$ cat src/rtl/params_pkg.sv
// rtl/params_pkg.sv - shared widths and stage record for the multiply pipeline (MUL_HIGH_EN adds MULH state)
package params_pkg;

  localparam int DATA_WIDTH      = 32;
  localparam int REGISTER_WIDTH  = 5;
  localparam int MUL_CHUNK_WIDTH = 8;
  localparam int MUL_STAGES      = 5;

`ifdef MUL_HIGH_EN
  // Full product is kept so the upper word is available for MULH.
  localparam int ACC_WIDTH = 2 * DATA_WIDTH;
`else
  localparam int ACC_WIDTH = DATA_WIDTH;
`endif

  localparam logic [2:0] FUNCT3_MULH = 3'b001;

  // One in-flight multiply: operands travel with the instruction.
  typedef struct packed {
    logic                      valid;
    logic [REGISTER_WIDTH-1:0] wr_reg;
    logic [DATA_WIDTH-1:0]     rs1;
    logic [DATA_WIDTH-1:0]     rs2;
    logic [ACC_WIDTH-1:0]      acc;
`ifdef MUL_HIGH_EN
    logic                      negate;
    logic                      is_high;
`endif
  } mul_stage_t;

endpackage

$ cat src/rtl/mul_pp_step.sv
// rtl/mul_pp_step.sv - one multiplier-chunk partial-product accumulate step
module mul_pp_step #(
  parameter int STEP        = 0,
  parameter int DATA_WIDTH  = 32,
  parameter int CHUNK_WIDTH = 8,
  parameter int ACC_WIDTH   = 32
) (
  input  logic [DATA_WIDTH-1:0]  rs1,
  input  logic [CHUNK_WIDTH-1:0] chunk,
  input  logic [ACC_WIDTH-1:0]   acc_in,
  output logic [ACC_WIDTH-1:0]   acc_out
);

  logic [ACC_WIDTH-1:0] mcand;
  logic [ACC_WIDTH-1:0] mplier;
  logic [ACC_WIDTH-1:0] partial;

  // Zero-extend both factors so the product is computed at accumulator width.
  assign mcand   = ACC_WIDTH'(rs1);
  assign mplier  = ACC_WIDTH'(chunk);
  assign partial = (mcand * mplier) << (STEP * CHUNK_WIDTH);
  assign acc_out = acc_in + partial;

endmodule

$ cat src/rtl/mul_pipeline.sv
// rtl/mul_pipeline.sv - five-stage pipelined multiplier, MUL by default, MULH when MUL_HIGH_EN is defined
module mul_pipeline
  import params_pkg::*;
#(
  parameter int DATA_WIDTH     = params_pkg::DATA_WIDTH,
  parameter int REGISTER_WIDTH = params_pkg::REGISTER_WIDTH,
  parameter int CHUNK_WIDTH    = params_pkg::MUL_CHUNK_WIDTH
) (
  input  logic                      clk_i,
  input  logic                      rst_i,
  input  logic                      valid_i,
  input  logic [DATA_WIDTH-1:0]     rs1_data_i,
  input  logic [DATA_WIDTH-1:0]     rs2_data_i,
  input  logic [REGISTER_WIDTH-1:0] wr_reg_i,
  input  logic [2:0]                funct3_i,
  input  logic                      stall_i,
  input  logic                      flush_i,
  output logic                      ex1_valid_o,
  output logic                      ex2_valid_o,
  output logic                      ex3_valid_o,
  output logic                      ex4_valid_o,
  output logic                      ex5_valid_o,
  output logic [REGISTER_WIDTH-1:0] ex1_wr_reg_o,
  output logic [REGISTER_WIDTH-1:0] ex2_wr_reg_o,
  output logic [REGISTER_WIDTH-1:0] ex3_wr_reg_o,
  output logic [REGISTER_WIDTH-1:0] ex4_wr_reg_o,
  output logic [REGISTER_WIDTH-1:0] ex5_wr_reg_o,
  output logic [DATA_WIDTH-1:0]     ex5_result_o,
  output logic                      busy_o
);

  // ex1..ex4 carry full operand records; ex5 only needs the final word.
  localparam int NSTEP = MUL_STAGES - 1;

  if (DATA_WIDTH != params_pkg::DATA_WIDTH || REGISTER_WIDTH != params_pkg::REGISTER_WIDTH ||
      CHUNK_WIDTH != params_pkg::MUL_CHUNK_WIDTH || DATA_WIDTH / CHUNK_WIDTH != NSTEP) begin : g_bad_cfg
    $error("mul_pipeline: parameters must match params_pkg and give four chunks");
  end

  mul_stage_t                stg [1:NSTEP];
  mul_stage_t                ex1_load;
  logic [ACC_WIDTH-1:0]      acc_next [2:MUL_STAGES];
  logic [DATA_WIDTH-1:0]     final_result;
  logic                      ex5_valid_q;
  logic [REGISTER_WIDTH-1:0] ex5_wr_reg_q;
  logic [DATA_WIDTH-1:0]     ex5_result_q;

`ifndef MUL_HIGH_EN
  logic unused_funct3;
  assign unused_funct3 = ^funct3_i;
`endif

  // Build the ex1 record; MULH stores magnitudes plus a sign flag.
  always_comb begin
    ex1_load        = '0;
    ex1_load.valid  = valid_i;
    ex1_load.wr_reg = wr_reg_i;
    ex1_load.rs1    = rs1_data_i;
    ex1_load.rs2    = rs2_data_i;
`ifdef MUL_HIGH_EN
    ex1_load.is_high = (funct3_i == FUNCT3_MULH);
    if (ex1_load.is_high) begin
      ex1_load.rs1    = rs1_data_i[DATA_WIDTH-1] ? -rs1_data_i : rs1_data_i;
      ex1_load.rs2    = rs2_data_i[DATA_WIDTH-1] ? -rs2_data_i : rs2_data_i;
      ex1_load.negate = rs1_data_i[DATA_WIDTH-1] ^ rs2_data_i[DATA_WIDTH-1];
    end
`endif
  end

  for (genvar k = 1; k <= NSTEP; k++) begin : g_step
    mul_pp_step #(
      .STEP        (k - 1),
      .DATA_WIDTH  (DATA_WIDTH),
      .CHUNK_WIDTH (CHUNK_WIDTH),
      .ACC_WIDTH   (ACC_WIDTH)
    ) u_step (
      .rs1     (stg[k].rs1),
      .chunk   (stg[k].rs2[(k-1)*CHUNK_WIDTH +: CHUNK_WIDTH]),
      .acc_in  (stg[k].acc),
      .acc_out (acc_next[k+1])
    );
  end

  // Resolve sign and word select on the way into ex5 so the result leaves a flop.
  always_comb begin
    final_result = acc_next[MUL_STAGES][DATA_WIDTH-1:0];
`ifdef MUL_HIGH_EN
    begin
      logic [ACC_WIDTH-1:0] signed_sum;
      signed_sum = stg[NSTEP].negate ? -acc_next[MUL_STAGES] : acc_next[MUL_STAGES];
      final_result = stg[NSTEP].is_high ? signed_sum[2*DATA_WIDTH-1:DATA_WIDTH]
                                        : signed_sum[DATA_WIDTH-1:0];
    end
`endif
  end

  // Pipeline registers: reset, then flush over stall, then advance.
  always_ff @(posedge clk_i) begin
    if (rst_i) begin
      for (int k = 1; k <= NSTEP; k++) stg[k] <= '0;
      ex5_valid_q  <= 1'b0;
      ex5_wr_reg_q <= '0;
      ex5_result_q <= '0;
    end else if (flush_i) begin
      for (int k = 1; k <= NSTEP; k++) stg[k].valid <= 1'b0;
      ex5_valid_q <= 1'b0;
    end else if (!stall_i) begin
      stg[1] <= ex1_load;
      for (int k = 2; k <= NSTEP; k++) begin
        stg[k]     <= stg[k-1];
        stg[k].acc <= acc_next[k];
      end
      ex5_valid_q  <= stg[NSTEP].valid;
      ex5_wr_reg_q <= stg[NSTEP].wr_reg;
      ex5_result_q <= final_result;
    end
  end

  assign ex1_valid_o  = stg[1].valid;
  assign ex2_valid_o  = stg[2].valid;
  assign ex3_valid_o  = stg[3].valid;
  assign ex4_valid_o  = stg[4].valid;
  assign ex5_valid_o  = ex5_valid_q;
  assign ex1_wr_reg_o = stg[1].wr_reg;
  assign ex2_wr_reg_o = stg[2].wr_reg;
  assign ex3_wr_reg_o = stg[3].wr_reg;
  assign ex4_wr_reg_o = stg[4].wr_reg;
  assign ex5_wr_reg_o = ex5_wr_reg_q;
  assign ex5_result_o = ex5_result_q;
  assign busy_o       = stg[1].valid | stg[2].valid | stg[3].valid | stg[4].valid | ex5_valid_q;

endmodule

$ cat config.mk
export PLATFORM = sky130hd
export DESIGN_NAME = mul_pipeline
export DESIGN_NICKNAME = d
export VERILOG_FILES = /design/src/rtl/params_pkg.sv /design/src/rtl/mul_pp_step.sv /design/src/rtl/mul_pipeline.sv
export SDC_FILE = /design/constraint.sdc
export NUM_CORES = 1
export LEC_CHECK = 0
export ABC_AREA = 1
export ABC_CLOCK_PERIOD_IN_PS = 6700
export CORE_MARGIN = 10
export CORE_UTILIZATION = 40
export CTS_BUF_LIST = sky130_fd_sc_hd__clkbuf_4
export CTS_CLUSTER_SIZE = 25
export DETAILED_ROUTE_END_ITERATION = 6
export PLACE_DENSITY = 0.59
export SLEW_MARGIN = 20
export SYNTH_ARGS = -nofsm -noshare
export SYNTH_HDL_FRONTEND = slang
export SYNTH_SLANG_ARGS = --single-unit
$ cat constraint.sdc
create_clock -name clk_i -period 6.7 [get_ports clk_i]
set_clock_uncertainty 0.05 [all_clocks]
set_input_delay 0.67 -clock clk_i [delete_from_list [all_inputs] [get_ports clk_i]]
set_output_delay 0.67 -clock clk_i [all_outputs]
set_load 0.05 [all_outputs]
==> results.txt <==
----------------------------------------------------
[Outcome]
  Run status ... completed

[Die]
  Die footprint ... 0.08598 sq mm
  Die Span X ... 293.2 um
  Count of boundary I/O pins ... 140
  Placeable core region ... 0.07420 sq mm
  DIE HEIGHT ... 293.2 um
  Number of placement rows ... 100
  Effective utilization at floorplan ... 40.25%

[Routing]
  WL per Instance ... 14.62 um
  Overall via count from detail_route ... 22405
  Number of remaining DRC errors ... 0
  Initial DRT Pass Iterations ... 6
  Via-to-Cell Ratio ... 4.693
  Antenna-violating nets left ... 0
  Detailed-route wire length ... 69800 um
  First-iteration detailed-routing DRC count ... 1228

[Global route]
  First-pass GRT wire length ... 115700 um
  Via count of the first global-routing pass ... 22674
  Pin count of the biggest net entering global routing ... 177
  Total track usage ... 16.50%
  Total global routing overflow ... 0
  Number of antenna violations at the first check in global routing ... 1

[Critical path]
  Required time at the worst-slack endpoint ... 7300 ps
  Register-to-Register Setup Slack ... 490 ps
  Sort of element at the start of the critical path ... register
  Slowest stage cell on the critical path ... edfxtp_1
  Kind of cell with the highest combined delay on the critical path ... adder cells
  Worst flop-to-flop path endpoint ... stg[0][334]
  Beginning of the worst register-to-register path ... stg[0][247]
  Crit path largest cell delay ... 700 ps
  Buffers and inverters on the worst path ... 5
  Data arrival time of the critical path ... 6820 ps
  Largest fanout of any net on the critical path ... 11
  Nature of the critical path endpoint ... register
  Depth of the worst register-to-register path ... 25
  Classification of the worst setup path ... register to register

[Finish]
  Non-filler cells, final ... 4774
  Share of layout cells above drive strength 1 ... 5.652%
  Fill cell count ... 7442
  Post-Route Utilization ... 44.77%
  Storage cell area ... 0.009169 sq mm
  Combined area of the multi-input logic cells ... 0.01645 sq mm
  Final net count ... 4306
  Synth-to-Final Area Change ... 11.23%

[STA]
  Post-route fraction of the period consumed by the critical path ... 92.76%
  Relative slew slack ... 28.34%
  Number of slew-limit violations in the final report ... 0
  Clock period minus worst slack ... 6215 ps
  Setup total negative slack ... 0 ps
  Hold Fails Final Rpt ... 0
  RSZ-0062 raised after global routing ... false
  Total setup violations reported at the end of the flow ... 0
  Peak Freq ... 0.1609 GHz
  Actual transition at the worst max-transition pin ... 1075 ps
  Min setup slack post-route ... 485.4 ps

[Placement]
  Setup slack at placement ... 425.3 ps
  PortBufs ... 136
  Placed wire-length estimate after detailed placement ... 53400 um
  Final Wtd Congestion ... 0.9179
  Placed Cells ... 4604

[Logic synthesis]
  Unique cell type count in the Yosys netlist ... 51
  EDFF count, synth ... 280
  Synthesis warning total ... 0
  Gate count after technology mapping ... 3629
  Post-synthesis instance area ... 0.02986 sq mm
  Share of flip-flops with an asynchronous set or reset ... 0%
  Top FF cell, synth ... edfxtp_1
  Number of flip-flops and latches in the synthesized netlist ... 318
  Synthesized Nets ... 4203
  Synthesized area divided by synthesized cell count ... 8.229 sq um
  Part of the Yosys area used for sequential elements ... 30.70%

[Power and ir drop]
  Cell leakage power ... 17.06 nW
  PD cells ... 247.2 mW/mm^2
  Peak VDD IR ... 0.0001273 V
  Sum of internal, switching and leakage power ... 8.211 mW

[Clocking]
  Clock insertion delay at the later pin of the skew report ... 870 ps
  Number of H-tree levels ... 3
  Clock transition at the register clock pins on the worst setup and hold paths after CTS ... 60 ps
  Bufs on Longest Clock Path ... 3
  TritonCTS sink count ... 318
  Clock root buffer ... clkbuf_4
  Count of instances resized after the clock tree is built ... 0
  Clock tree from TritonCTS ... done
  Number of buffers inserted during clock tree synthesis ... 90

[Min path]
  Hold Path Origin ... rs2_data_i[28]
  Worst Hold Class ... input pin to register
  End point of the worst hold path ... stg[0][162]
  Hold path depth ... 3

[Flow run]
  Reported max-cap violation count ... 0

----------------------------------------------------
-- cell type report --
type,count,area share (%)
flip-flops and latches,318,27.60
clock inverters,30,0.4935
repair buffers,174,5.078
well taps,969,3.650
clock buffers,134,3.029
inverters,936,10.61
multi-input cells,2212,49.53
diodes,1,0.007534
-- where the power goes --
group	internal [mW]	leakage, nW	switching (mW)	total (mW)
clock network	0.928	0.693	0.890	1.82
logic	1.34	13.1	2.53	3.87
registers	2.34	3.28	0.179	2.52
-- tightest hold or removal path, stage by stage --
cell	delay, ps
clkdlybuf4s50_1	390
inv_1	50
nor2_1	30
-- placed cells by master, fill, tap and decap left out, types with 18 or more instances in the layout --
| cell | Yosys | routed |
|---|---|---|
| inv_1 | 928 | 927 |
| nand2_1 | 832 | 832 |
| fa_1 | 339 | 339 |
| nor2_1 | 325 | 324 |
| edfxtp_1 | 280 | 280 |
| a21oi_1 | 177 | 177 |
| ha_1 | 158 | 158 |
| clkdlybuf4s50_1 | 0 | 136 |
| clkbuf_4 | 0 | 134 |
| o21ai_0 | 89 | 89 |
| nand3_1 | 89 | 89 |
| dfxtp_1 | 38 | 38 |
| buf_4 | 26 | 35 |
| a22o_1 | 31 | 31 |
| xor2_1 | 30 | 30 |
| xnor2_1 | 20 | 20 |
| o21a_1 | 18 | 18 |
| clkinv_1 | 0 | 18 |
-- per-layer routing --
layer	wire length [um]	up-vias	GRT usage (%)	share of wire (%)
met5	0	-	0	0
met1	30350	10716	20.94	43
met4	1742	0	5.567	2.5
met2	34490	437	28.35	49
li1	-	11143	-	-
met3	3211	109	2.611	4.6
-- kinds of logic after synthesis --
| group | after synthesis | share of synthesized area, % |
|---|---|---|
| AND/OR/NAND/NOR | 1294 | 17.04 |
| XOR/XNOR | 51 | 1.521 |
| buffers and inverters | 1099 | 14.25 |
| AO/OA/AOI/OAI | 370 | 7.144 |
| flip-flops | 318 | 30.70 |
| adder cells (fa/ha/maj) | 497 | 29.35 |
-- sequential cells by signal, indices dropped and copies added (netlist names) --
register	cells
ex5_result_o	32
stg	280
ex5_wr_reg_o	5
ex5_valid_o	1
-- how the worst max path moves through the flow --
stage | from | end | slack (ps) | depth (start not counted)
2_1_floorplan | stall_i | stg[0][134] | 800 | 5
3_3_place_gp | stg[0][250] | stg[0][337] | 460 | 28
3_5_place_dp | stg[0][250] | stg[0][337] | 430 | 28
4_1_cts | stg[0][250] | stg[0][337] | 420 | 28
5_1_grt | stg[0][251] | stg[0][337] | 30 | 28
6_report | stg[0][247] | stg[0][334] | 490 | 25
-- timing repair --
item | in CTS | in global routing
hold buffers | 0 | 0
buffers inserted | 0 | 3
endpoints found under the setup margin | 0 | 1
-- metrics by stage --
step / hold WS, ps / area [sq um]
after floorplan: 385.8 / 29870
after global placement: 389.2 / 31980
after detailed placement: 390.6 / 31980
after CTS: 263.0 / 33150
after global routing: 316.6 / 33220
final: 360.0 / 33220
-- Yosys cell counts (31+ instances only) --
master      n  area share [%]
inv_1     928              12
nand2_1   832              10
fa_1      339              23
nor2_1    325             4.1
edfxtp_1  280              28
a21oi_1   177             3.0
ha_1      158             6.6
clkbuf_1  109             1.4
nand3_1    89             1.5
o21ai_0    89             1.5
dfxtp_1    38             2.5
a22o_1     31            0.91
Note: power is estimated with default switching activity, not from simulation.
